`src/rtl/sd_cmd_engine.sv`:
```
// sd_cmd_engine: SD-host CMD-line engine.
//   Takes a command index, argument and response type from the host and
//   frames the 40-bit token {01, index, argument} for the PHY. It then waits
//   for the response frame, with a cycle timeout and automatic re-send, and
//   returns the unpacked response together with its status flags.
// Ports:
//   clock, reset         rising-edge clock, synchronous active-high reset
//   new_command          host request, sampled only when idle
//   cmd_index/argument   command fields, captured on accept
//   resp_type            00 none, 01 short+index check, 10 long, 11 short
//   timeout_value        response wait limit in cycles (0 = forever)
//   serial_ready         PHY has finished shifting out the token
//   strobe_in / cmd_in   PHY response frame strobe and data
//   busy                 command in flight
//   strobe_out / cmd_out token to the PHY
//   ack_out              acknowledge of a received frame (same cycle)
//   response             unpacked response
//   command_complete     one-cycle completion pulse
//   command_timeout      sticky: final attempt timed out
//   command_index_error  sticky: short-checked index mismatch
//   retry_count          re-sends used by the current or last command
module sd_cmd_engine #(
    parameter int ARG_W     = 32,
    parameter int TIMEOUT_W = 16,
    parameter int MAX_RETRY = 2
) (
    input  logic                 clock,
    input  logic                 reset,
    input  logic                 new_command,
    input  logic [5:0]           cmd_index,
    input  logic [ARG_W-1:0]     cmd_argument,
    input  logic [1:0]           resp_type,
    input  logic [TIMEOUT_W-1:0] timeout_value,
    input  logic                 serial_ready,
    input  logic                 strobe_in,
    input  logic [135:0]         cmd_in,
    output logic                 busy,
    output logic                 strobe_out,
    output logic [ARG_W+7:0]     cmd_out,
    output logic                 ack_out,
    output logic [127:0]         response,
    output logic                 command_complete,
    output logic                 command_timeout,
    output logic                 command_index_error,
    output logic [3:0]           retry_count
);

    typedef enum logic [1:0] {IDLE, SEND, WAIT_RESP, DONE} state_t;

    localparam logic [1:0] RESP_NONE  = 2'b00;
    localparam logic [1:0] RESP_SHORT = 2'b01;
    localparam logic [1:0] RESP_LONG  = 2'b10;

    state_t               state;
    logic [5:0]           idx_q;
    logic [1:0]           rtype_q;
    logic [TIMEOUT_W-1:0] tmo_q;
    logic [TIMEOUT_W-1:0] wait_cnt;
    logic [TIMEOUT_W-1:0] cnt_inc;
    logic                 expire;

    // The counter holds the number of completed WAIT_RESP cycles, so the
    // cycle in which it would step to tmo_q is the last one allowed.
    assign cnt_inc = wait_cnt + TIMEOUT_W'(1);
    assign expire  = (tmo_q != '0) && (cnt_inc == tmo_q);

    // Acknowledge the frame in the very cycle it is presented.
    assign ack_out = (state == WAIT_RESP) && strobe_in;

    always_ff @(posedge clock) begin
        if (reset) begin
            state               <= IDLE;
            idx_q               <= '0;
            rtype_q             <= '0;
            tmo_q               <= '0;
            wait_cnt            <= '0;
            busy                <= 1'b0;
            strobe_out          <= 1'b0;
            cmd_out             <= '0;
            response            <= '0;
            command_complete    <= 1'b0;
            command_timeout     <= 1'b0;
            command_index_error <= 1'b0;
            retry_count         <= '0;
        end else begin
            unique case (state)
                IDLE: begin
                    if (new_command) begin
                        idx_q               <= cmd_index;
                        rtype_q             <= resp_type;
                        tmo_q               <= timeout_value;
                        cmd_out             <= {2'b01, cmd_index, cmd_argument};
                        response            <= '0;
                        command_timeout     <= 1'b0;
                        command_index_error <= 1'b0;
                        retry_count         <= '0;
                        busy                <= 1'b1;
                        strobe_out          <= 1'b1;
                        state               <= SEND;
                    end
                end
                SEND: begin
                    if (serial_ready) begin
                        strobe_out <= 1'b0;
                        wait_cnt   <= '0;
                        if (rtype_q == RESP_NONE) begin
                            command_complete <= 1'b1;
                            state            <= DONE;
                        end else begin
                            state <= WAIT_RESP;
                        end
                    end
                end
                WAIT_RESP: begin
                    wait_cnt <= cnt_inc;
                    // A frame arriving on the expiry cycle takes priority.
                    if (strobe_in) begin
                        if (rtype_q == RESP_LONG)
                            response <= {8'h00, cmd_in[127:8]};
                        else
                            response <= {96'h0, cmd_in[39:8]};
                        if (rtype_q == RESP_SHORT && cmd_in[45:40] != idx_q)
                            command_index_error <= 1'b1;
                        command_complete <= 1'b1;
                        state            <= DONE;
                    end else if (expire) begin
                        if (retry_count < 4'(MAX_RETRY)) begin
                            retry_count <= retry_count + 4'd1;
                            wait_cnt    <= '0;
                            strobe_out  <= 1'b1;
                            state       <= SEND;
                        end else begin
                            command_timeout  <= 1'b1;
                            command_complete <= 1'b1;
                            state            <= DONE;
                        end
                    end
                end
                DONE: begin
                    command_complete <= 1'b0;
                    busy             <= 1'b0;
                    state            <= IDLE;
                end
                default: state <= IDLE;
            endcase
        end
    end

endmodule

```
`config.mk`:
```
export PLATFORM = sky130hd
export DESIGN_NAME = sd_cmd_engine
export DESIGN_NICKNAME = d
export VERILOG_FILES = /design/src/rtl/sd_cmd_engine.sv
export SDC_FILE = /design/constraint.sdc
export NUM_CORES = 1
export LEC_CHECK = 0
export CAP_MARGIN = 5
export CORE_ASPECT_RATIO = 0.5
export CORE_MARGIN = 5
export CORE_UTILIZATION = 43
export CTS_BUF_LIST = sky130_fd_sc_hd__clkbuf_4 sky130_fd_sc_hd__clkbuf_8
export CTS_CLUSTER_DIAMETER = 30
export DETAILED_ROUTE_END_ITERATION = 10
export PLACE_DENSITY = 0.81
export SLEW_MARGIN = 0
export SYNTH_ARGS = -nofsm -noshare
export SYNTH_HDL_FRONTEND = slang
export SYNTH_SLANG_ARGS = --single-unit
```
`constraint.sdc`:
```
create_clock -name clock -period 3.2 [get_ports clock]
set_input_delay 0.48 -clock clock [delete_from_list [all_inputs] [get_ports clock]]
set_output_delay 0.48 -clock clock [all_outputs]
set_load 0.01 [all_outputs]
```
==> results_dict.tcl <==
set metrics [dict create \
    seq_area_frac_synth 0.493 \
    vdd_drop_max_v 0.000334 \
    tritoncts "done" \
    drt_iter0_drc 625 \
    fin_crit_sh 0.936 \
    cts_sinks 204 \
    final.setup_skew_ns 0.0168 \
    max_slew.worst_pin.slew_ns 0.898 \
    antenna_left 0 \
    synth_edf_count 0 \
    dieWidth_um 206 \
    dieArea_um2 22300 \
    netlist.area_leader.share 0.493 \
    hold_depth 2 \
    min_to "response[80]" \
    postCtsSetupBuffers 0 \
    ys_top_cells_by_area "dfxtp_1, nand2_1, a21oi_1" \
    wl_um 28800 \
    dp_hpwl_um 20300 \
    ctsHtreeMaxLevel 2 \
    fin_crit_ns 3.00 \
    setup_ws_ns 0.204 \
    switching_share 0.256 \
    p_switching_mw 1.58 \
    globalplace.congestion 0.870 \
    ys.flop_type "dfxtp_1" \
    layout.cells.non_filler 1637 \
    crit_path_start_kind "flip-flop" \
    drc 0 \
    coreArea_um2 18700 \
    synth_area_per_cell_um2 7.95 \
    portBuffers 349 \
    required_ns 3.55 \
    dp_cells 1576 \
    status "completed" \
    synth_common_cells "nand2_1, dfxtp_1, a21oi_1" \
    drive_gt1_frac 0.0697 \
    clock_latency_ns 0.50 \
    ios 375 \
    ys_ff_latch 204 \
    drt-wirelength-per-cell_um 17.6 \
    vias 8698 \
    antenna_found_initial 0 \
    cts_buffer_depth 3 \
    firstDrtPassIters 5 \
    pwr-share-comb 0.134 \
    synth_warnings 0 \
    crit_chain "ha_1 -> and4_1 -> nand4_1 -> xnor2_1 -> a2111oi_0 -> nand4bb_1 -> buf_4 -> a32oi_1 -> nor2_1" \
    place_area_um2 11900 \
    cp-end-kind "flip-flop" \
    tns_ns 0 \
    cp_data_arrival_time_ns 3.35 \
    yosysMostFrequentCell "nand2_1" \
    synthArstFlopShare 0 \
    clock-root-buffer "clkbuf_8" \
    fin_nets 1553 \
    relSlewSlack 0.399 \
    viasPerCell 5.31 \
    grt_pass1_wl_um 44700 \
    yosysTopAreaCell "dfxtp_1" \
    syn_area_um2 8280 \
    finalMaxSlewViolations 0 \
    initial_core_util 0.444 \
    path_clk_slew_ns 0.06 \
    reg2reg_to "wait_cnt[1]" \
    cts_resized 0 \
    cts_hold_buf 0 \
    grt_overflow 0 \
    power_per_cell_area_nw_per_um2 485 \
    rr_worst_depth 9 \
    clkPwrFrac 0.435 \
    min-delay-start "response[80]" \
    holdWs_ns 0.449 \
    row_count 35 \
    final_area_um2 12700 \
    internal_power_mw 4.58 \
    hp-class "reg -> reg" \
    total_power_mw 6.16 \
    n_antenna_cell 0 \
    maxCapViolations 0 \
    crit_path_top_delay_cell "dfxtp_1" \
    synthToLayoutAreaGrowth_pct 53.4 \
    synth.distinct_cells 62 \
    seqPwrFrac 0.432 \
    r2r_slack_ns 0.20 \
    rsz0062_at_grt "no" \
    grt_pass1_vias 8438 \
    cts_inserted_buffers 35 \
    pre_cts_ws_ns 0.303 \
    crit_fanout 9 \
    cp_num_buf_inv 1 \
    syn_inst 1042 \
    crit_family "simple AND/OR/NAND/NOR gates" \
    final_util 0.681 \
    die_y_um 108 \
    r2r-start "wait_cnt[0]" \
    critPathKind "reg -> reg" \
    setup_violations 0 \
    p_leak_nw 4.30 \
    max_stage_delay_ns 0.50 \
    grt_max_degree 112 \
    hold_violations 0 \
    grt.total_usage 0.247 \
    fmax_ghz 0.334 \
]
-- flip-flops by register name, summed over array words and instances (netlist names) --
signal	cells
command_timeout	1
command_complete	1
busy	1
command_index_error	1
retry_count	4
rtype_q	2
idx_q	5
wait_cnt	16
strobe_out	1
state	2
response	120
tmo_q	16
cmd_out	34
-- layer usage --
layer,vias to the layer above,global-route usage,routed length [µm]
li1,4171,-,-
met1,4122,0.288,10900
met2,334,0.439,14600
met3,71,0.0743,2310
met4,0,0.0778,919
met5,-,0,0
-- worst min-delay path: stages, from the launching register on --
cell,delay (ns)
dfxtp_1,0.31
nand2_1,0.05
a21oi_1,0.05
-- worst max-delay path by stage --
stage	from	endpoint	slack, ns	cells after the start
final	wait_cnt[0]	wait_cnt[1]	0.20	9
after global routing	wait_cnt[0]	wait_cnt[1]	0.05	9
after CTS	wait_cnt[2]	wait_cnt[1]	0.24	8
after detailed placement	wait_cnt[2]	wait_cnt[1]	0.30	8
after global placement	wait_cnt[2]	wait_cnt[1]	0.42	8
after floorplan	wait_cnt[0]	wait_cnt[0]	0.63	12
-- cell type report --
type / instances / area [µm²]
clock buffers: 46 / 608
fillers: 1488 / 5950
clock inverters: 15 / 189
multi-input cells: 745 / 3830
repair buffers: 363 / 3650
flip-flops and latches: 204 / 4080
inverters: 5 / 18.8
well taps: 259 / 324
-- placed cells by master, fill, tap and decap left out, drive strengths merged, types with 3 or more instances in the layout --
master / count
clkdlybuf4s50: 348
nand2: 251
dfxtp: 204
a21oi: 183
nand3: 138
clkbuf: 46
nor2: 26
xnor2: 19
buf: 15
nand4: 13
o21ai: 11
conb: 9
nor3: 9
xor2: 8
nor4: 8
a31oi: 7
clkinv: 7
inv: 5
mux2i: 4
o211ai: 4
o21a: 4
bufinv: 4
clkinvlp: 4
or2: 3
and4: 3
and3: 3
nor2b: 3
a211oi: 3
or4: 3
-- kinds of logic after synthesis --
kind of cell | count (synthesis) | share of synthesized area
other | 1 | 0.000453
AO/OA/AOI/OAI | 230 | 0.155
multiplexers | 4 | 0.00483
flip-flops | 204 | 0.493
buffers and inverters | 101 | 0.0527
AND/OR/NAND/NOR | 472 | 0.260
adder cells (fa/ha/maj) | 2 | 0.00302
XOR/XNOR | 28 | 0.0313
-- power groups by stage --
stage	Sequential, mW	Combinational, mW	Clock, mW
3_3_place_gp	2.71	0.807	0
6_report	2.66	0.823	2.68
4_1_cts	2.66	0.826	2.74
3_5_place_dp	2.72	0.822	0
5_1_grt	2.67	0.887	2.88
2_1_floorplan	2.73	0.370	0
(Power assumes the default switching activity.)
